--- config.mk ---
export PLATFORM = sky130hd
export DESIGN_NAME = program_loader_flat
export DESIGN_NICKNAME = d
export VERILOG_FILES = /design/src/rtl/program_loader_if.sv /design/src/rtl/program_loader.sv /design/src/flat_wrapper.sv
export SDC_FILE = /design/constraint.sdc
export NUM_CORES = 1
export LEC_CHECK = 0
export BUFFER_PORTS_ARGS = -buffer_cell sky130_fd_sc_hd__buf_2
export CAP_MARGIN = 20
export CORE_MARGIN = 4
export CORE_UTILIZATION = 56
export DETAILED_ROUTE_END_ITERATION = 12
export HOLD_SLACK_MARGIN = 0.02
export MAX_ROUTING_LAYER = met4
export PLACE_DENSITY = 0.79
export SLEW_MARGIN = 10
export SYNTH_ARGS = -nofsm -noshare
export SYNTH_HDL_FRONTEND = slang
export SYNTH_SLANG_ARGS = --single-unit
export TNS_END_PERCENT = 1
--- constraint.sdc ---
create_clock -name clk -period 2.5 [get_ports clk]
set_clock_uncertainty 0.05 [all_clocks]
set_input_delay 0.375 -clock clk [delete_from_list [all_inputs] [get_ports clk]]
set_output_delay 0.375 -clock clk [all_outputs]
set_load 0.01 [all_outputs]
--- src/rtl/program_loader_if.sv ---
// Byte-stream handshake between the host byte source (master) and the program loader (slave).
interface program_loader_if;
  logic       byte_valid;
  logic [7:0] byte_data;
  logic       byte_ready;

  modport master (output byte_valid, output byte_data, input byte_ready);
  modport slave  (input byte_valid, input byte_data, output byte_ready);
endinterface

--- src/rtl/program_loader.sv ---
// Packs a big-endian byte stream into 32-bit words, writes them to instruction memory from address 0, then raises run.
// Optional: define PROGRAM_LOADER_CHECKSUM_EN to require a trailing XOR checksum byte before run.
module program_loader #(
  parameter int ADDR_WIDTH = 8
) (
  input  logic                  clk,
  input  logic                  rst_n,
  input  logic                  load_start,
  input  logic [ADDR_WIDTH:0]   prog_len,
  program_loader_if.slave       bs,
  output logic                  imem_we,
  output logic [ADDR_WIDTH-1:0] imem_addr,
  output logic [31:0]           imem_wdata,
  output logic                  run,
  output logic                  busy,
  output logic                  error
);

  localparam logic [2:0] S_IDLE  = 3'd0;
  localparam logic [2:0] S_RECV  = 3'd1;
  localparam logic [2:0] S_WRITE = 3'd2;
  localparam logic [2:0] S_RUN   = 3'd3;
  localparam logic [2:0] S_ERR   = 3'd4;
`ifdef PROGRAM_LOADER_CHECKSUM_EN
  localparam logic [2:0] S_CHECK = 3'd5;
`endif

  localparam logic [ADDR_WIDTH:0] MAX_LEN = {1'b1, {ADDR_WIDTH{1'b0}}};
  localparam logic [ADDR_WIDTH:0] ONE_W   = 1;

  logic [2:0]          state;
  logic [ADDR_WIDTH:0] len;
  logic [ADDR_WIDTH:0] word_cnt;   // words written so far; doubles as the next write address
  logic [ADDR_WIDTH:0] word_cnt_nxt;
  logic [1:0]          byte_cnt;
  logic [31:0]         word;
  logic                accept;
`ifdef PROGRAM_LOADER_CHECKSUM_EN
  logic [7:0]          csum;
`endif

  assign accept       = bs.byte_valid && bs.byte_ready;
  assign word_cnt_nxt = word_cnt + ONE_W;

  // NOTE: sequential state uses non-blocking assignments so every register samples pre-edge values.
  always_ff @(posedge clk or negedge rst_n) begin
    if (!rst_n) begin
      state      <= S_IDLE;
      len        <= '0;
      word_cnt   <= '0;
      byte_cnt   <= '0;
      word       <= '0;
      imem_addr  <= '0;
      imem_wdata <= '0;
`ifdef PROGRAM_LOADER_CHECKSUM_EN
      csum       <= '0;
`endif
    end else if (load_start) begin
      // Restart wins over anything else this cycle, including a byte being offered.
      len      <= prog_len;
      word_cnt <= '0;
      byte_cnt <= '0;
`ifdef PROGRAM_LOADER_CHECKSUM_EN
      csum     <= '0;
`endif
      state    <= (prog_len == '0 || prog_len > MAX_LEN) ? S_ERR : S_RECV;
    end else begin
      case (state)
        S_RECV: if (accept) begin
          word     <= {word[23:0], bs.byte_data};
          byte_cnt <= byte_cnt + 2'd1;
`ifdef PROGRAM_LOADER_CHECKSUM_EN
          csum     <= csum ^ bs.byte_data;
`endif
          if (byte_cnt == 2'd3) begin
            // Capture the write port here so it holds its value after the write cycle.
            imem_addr  <= word_cnt[ADDR_WIDTH-1:0];
            imem_wdata <= {word[23:0], bs.byte_data};
            state      <= S_WRITE;
          end
        end
        S_WRITE: begin
          word_cnt <= word_cnt_nxt;
          if (word_cnt_nxt == len) begin
`ifdef PROGRAM_LOADER_CHECKSUM_EN
            state <= S_CHECK;
`else
            state <= S_RUN;
`endif
          end else begin
            state <= S_RECV;
          end
        end
`ifdef PROGRAM_LOADER_CHECKSUM_EN
        S_CHECK: if (accept) begin
          state <= (bs.byte_data == csum) ? S_RUN : S_ERR;
        end
`endif
        default: ;
      endcase
    end
  end

  // NOTE: every combinational output gets a default first so no latch can be inferred.
  always_comb begin
    bs.byte_ready = 1'b0;
    imem_we       = 1'b0;
    run           = 1'b0;
    busy          = 1'b0;
    error         = 1'b0;
    case (state)
      S_RECV: begin
        bs.byte_ready = 1'b1;
        busy          = 1'b1;
      end
      S_WRITE: begin
        imem_we = 1'b1;
        busy    = 1'b1;
      end
`ifdef PROGRAM_LOADER_CHECKSUM_EN
      S_CHECK: begin
        bs.byte_ready = 1'b1;
        busy          = 1'b1;
      end
`endif
      S_RUN:   run   = 1'b1;
      S_ERR:   error = 1'b1;
      default: ;
    endcase
  end

endmodule

--- src/flat_wrapper.sv ---
// flat-port wrapper written by rule: the top's interface ports become plain ports
module program_loader_flat 
#(
  parameter int ADDR_WIDTH = 8
)
  (clk, rst_n, load_start, prog_len, imem_we, imem_addr, imem_wdata, run, busy, error, bs_byte_valid, bs_byte_data, bs_byte_ready);
  program_loader_if bs_i ();
  input  logic clk;
  input  logic rst_n;
  input  logic load_start;
  input  logic [ADDR_WIDTH:0] prog_len;
  output logic imem_we;
  output logic [ADDR_WIDTH-1:0] imem_addr;
  output logic [31:0] imem_wdata;
  output logic run;
  output logic busy;
  output logic error;
  input wire logic [$bits(bs_i.byte_valid)-1:0] bs_byte_valid;
  input wire logic [$bits(bs_i.byte_data)-1:0] bs_byte_data;
  output wire logic [$bits(bs_i.byte_ready)-1:0] bs_byte_ready;
  assign bs_i.byte_valid = bs_byte_valid;
  assign bs_i.byte_data = bs_byte_data;
  assign bs_byte_ready = bs_i.byte_ready;
  program_loader #(.ADDR_WIDTH(ADDR_WIDTH)) u_core (.clk(clk), .rst_n(rst_n), .load_start(load_start), .prog_len(prog_len), .bs(bs_i), .imem_we(imem_we), .imem_addr(imem_addr), .imem_wdata(imem_wdata), .run(run), .busy(busy), .error(error));
endmodule
==> summary.md <==
| Metric | Value |
|---|---|
| Outcome | `finished, final reports clean` |
| Final WS setup | `0.241 ns` |
| Clock Latency Late Sink | `0.35 ns` |
| Worst Hold Depth | `3` |
| Post-synth EDFFs | `0` |
| Starting Density | `57.8%` |
| FF/Latch Area | `2180 sq um` |
| Yosys top cell area share | `55.4%` |
| Max-Cap Viols | `0` |
| Hpwl dp | `5.00 mm` |
| Clock Tree Buf Depth | `2` |
| Overall routing resource usage | `18.4%` |
| CP max FO | `7` |
| Clock slew seen by the registers of the worst setup and hold paths | `0.08 ns` |
| Largest net degree at the start of global routing | `50` |
| Post-Place Worst Slack | `0.504 ns` |
| Cell count after synthesis | `276` |
| Final Cycle Share | `90.4%` |
| Crit path DAT | `1.83 ns` |
| # port buffers | `65` |
| Final setup violation count | `0` |
| Async set-reset flop share out of synthesis | `100%` |
| Top post-synthesis cells by area | `dfrtp_1, mux2_4, mux2_2` |
| Total negative slack | `0 ns` |
| Placement Rows | `30` |
| Main flop type after synthesis | `dfrtp_1` |
| Fill cell count | `489` |
| Required time of the critical path | `2.08 ns` |
| Maximum vdd drop | `0.343 mV` |
| Hold Crit Class | `primary input to register` |
| Largest delay share family, worst path | `simple AND/OR/NAND/NOR gates` |
| Synth cell count leaders | `dfrtp_1, mux2_4, mux2_2, nand2_1, nor2_1` |
| Synthesized area per cell | `14.2 sq um` |
| Cell-internal power | `2310 uW` |
| WS Path Type | `register to primary output` |
| Proportion of power drawn by combinational gates | `8.9%` |
| WHS Endpoint | `u_core.len[4]$_DFFE_PN0P_` |
| Most frequent cell after synthesis | `dfrtp_1` |
| DR vias | `2,365` |
| Cell leakage power | `0.00241 uW` |
| Fmax | `443 MHz` |
| Slew margin rel. | `62.9%` |
| R2R Path End | `u_core.state[1]$_DFFE_PN0P_` |
| Multi-input logic area | `1640 sq um` |
| Hold_sp | `prog_len[4]` |
| Area growth from synthesis to layout | `16.5%` |
| Postcts setup bufs | `0` |
| R2r setup slk | `0.46 ns` |
| I/O pin total | `66` |
| Buf/Inv on CP | `2` |
| Crit start category | `register` |
| Initial antenna violation count | `0` |
| Initial DRC Count | `70` |
| Grt ovf | `0` |
| Switching share of power | `24.3%` |
| TritonCTS clock tree | `built` |
| Reg2Reg Depth | `6` |
| Count of pins over their slew limit | `0` |
| DR WL/cell | `15.9 microns` |
| Min Tclk post-route | `2.26 ns` |
| Unrepaired setup endpoints after global routing | `no` |
| Crit-path cells | `or3b_1 > clkinv_1 > or2_2 > buf_2` |
| Chip Width | `91.8 microns` |
| Layout cells sized above 1 | `47.3%` |
| Clock power frac | `35.7%` |
| Antenna diode count | `0` |
| Register bit total from synthesis | `87` |
| Final net count | `365` |
| Syn Std Cell Area | `3930 sq um` |
| Mapped Nets | `299` |
| Worst r2r src | `u_core.word_cnt[0]$_DFFE_PN0P_` |
| Vias in the first global route | `2,368` |
| Placeable core area | `6790 sq um` |
| Htree depth | `3` |
| P per Cell Area | `666 nW/um^2` |
| Reg power frac | `55.3%` |
| DRC errors left | `0` |
| Worst-margin pin slew | `0.556 ns` |
| First-pass DRT Iterations | `4` |
| Area leader, netlist | `dfrtp_1` |
| Die height | `91.8 microns` |
| GPL Wtd Cong | `0.931` |
| CTS sink cnt | `87` |
| Slowest cell on crit path | `dfrtp_1` |
| Netlist cell types | `45` |
| First-pass GRT wire length | `11.9 mm` |
| Part of the Yosys area used for sequential elements | `55.4%` |
| CTS Root Buffer Type | `clkbuf_8` |
| Final ANT Viol Nets | `0` |
| CP Capture Type | `primary output` |
| Die ar. | `8420 sq um` |
| Warnings, synthesis | `0` |
| Post-CTS Resized | `0` |
| Avg Vias per Cell | `5.34` |
| Routed wire length | `7.03 mm` |
| Fin. Hold Viols | `0` |
| TritonCTS Buffers | `9` |
| Slowest stage delay, CP | `0.45 ns` |
| Psw | `740 uW` |
[state kept, by name, indices dropped and copies added (netlist names)]
signal and cells:
u_core.word 24, u_core.word_cnt 9, u_core.len 9, u_core.byte_cnt 2, u_core.imem_addr 8, u_core.imem_wdata 32, u_core.state 3
[power by group through the flow]
stage / clock, uW / sequential, uW / combinational [uW]
after global routing: 1190 / 1710 / 306
after detailed placement: 0 / 1710 / 274
final: 1090 / 1690 / 271
after CTS: 1120 / 1690 / 279
after floorplan: 0 / 1670 / 197
after global placement: 0 / 1700 / 264
[placed cells by master (no fill, tap or decap), types with 2 or more instances in the layout]
master / netlist / layout
clkbuf_8: 0 / 9
mux2_2: 32 / 32
nor3_1: 3 / 3
bufinv_16: 0 / 2
and3b_1: 2 / 2
mux2_4: 40 / 40
o21ai_0: 6 / 6
ha_1: 2 / 2
buf_12: 0 / 3
a21oi_1: 4 / 4
nand2_1: 14 / 14
dfrtp_1: 87 / 87
xor2_1: 9 / 9
buf_2: 3 / 64
nor2_1: 12 / 12
or2_2: 2 / 2
xnor2_1: 9 / 9
inv_1: 2 / 2
o31ai_1: 2 / 2
nand4b_1: 2 / 2
buf_4: 2 / 2
nand3_1: 7 / 7
nor4_1: 2 / 2
o221ai_1: 2 / 2
clkinvlp_4: 0 / 3
[cell families (layout without fill, tap and decap cells)]
kind of cell	after synthesis	count (layout)	share of synthesized area, %
flip-flops	87	87	55.4
multiplexers	72	72	24.5
AND/OR/NAND/NOR	55	55	8.03
AO/OA/AOI/OAI	24	24	4.49
XOR/XNOR	18	18	4.01
buffers and inverters	18	89	2.96
adder cells (fa/ha/maj)	2	2	0.637
[area by class of cell]
class	count	area share, %
clock buffers	9	2.71
repair buffers	70	8.86
multi-input cells	171	35.7
flip-flops and latches	87	47.6
well taps	96	2.63
clock inverters	7	2.24
inverters	3	0.246
[tightest hold or removal path: stages]
cell     delay, ns
buf_2         0.09
nand2_1       0.05
o21ai_0       0.06
[layer usage]
metal  share of wire (%)  up-vias  GRT usage (%)  routed length, microns
li1                    -     1109              -                       -
met1                  44     1176           23.6                    3110
met2                  49       70           29.0                    3460
met3                 4.8       10           3.77                     340
met4                 1.7        0           7.05                     121
met5                   0        -              -                       0
[through the flow]
| step | power (uW) | instances | hold WS [ns] | utilization [%] | instance area (sq um) |
|---|---|---|---|---|---|
| after global placement | 1970 | 426 | 0.327 | 63.9 | 4340 |
| after floorplan | 1870 | 276 | 0.0294 | - | 3930 |
| after CTS | 3090 | 443 | 0.193 | 67.3 | 4580 |
| after global routing | 3200 | 443 | 0.201 | 67.3 | 4580 |
| after detailed placement | 1990 | 426 | 0.325 | 63.9 | 4340 |
| final | 3050 | 443 | 0.202 | 67.3 | 4580 |
[what timing repair did]
| item | CTS | global route |
|---|---|---|
| hold endpoints to repair | 38 | 0 |
| endpoints found under the setup margin | 0 | 0 |
| hold buffers | 1 | 0 |
[how the worst max path moves through the flow]
stage / cells past startpoint / startpoint / to / slack, ns
floorplan: 6 / u_core.word_cnt[0]$_DFFE_PN0P_ / u_core.state[1]$_DFFE_PN0P_ / 0.64
global placement: 6 / u_core.word_cnt[0]$_DFFE_PN0P_ / u_core.state[1]$_DFFE_PN0P_ / 0.46
detailed placement: 6 / u_core.word_cnt[0]$_DFFE_PN0P_ / u_core.state[1]$_DFFE_PN0P_ / 0.50
CTS: 4 / u_core.state[1]$_DFFE_PN0P_ / busy / 0.21
global route: 4 / u_core.state[2]$_DFFE_PN0P_ / busy / 0.12
finish: 4 / u_core.state[1]$_DFFE_PN0P_ / busy / 0.24
No activity file was read; power rests on OpenSTA's default activity.
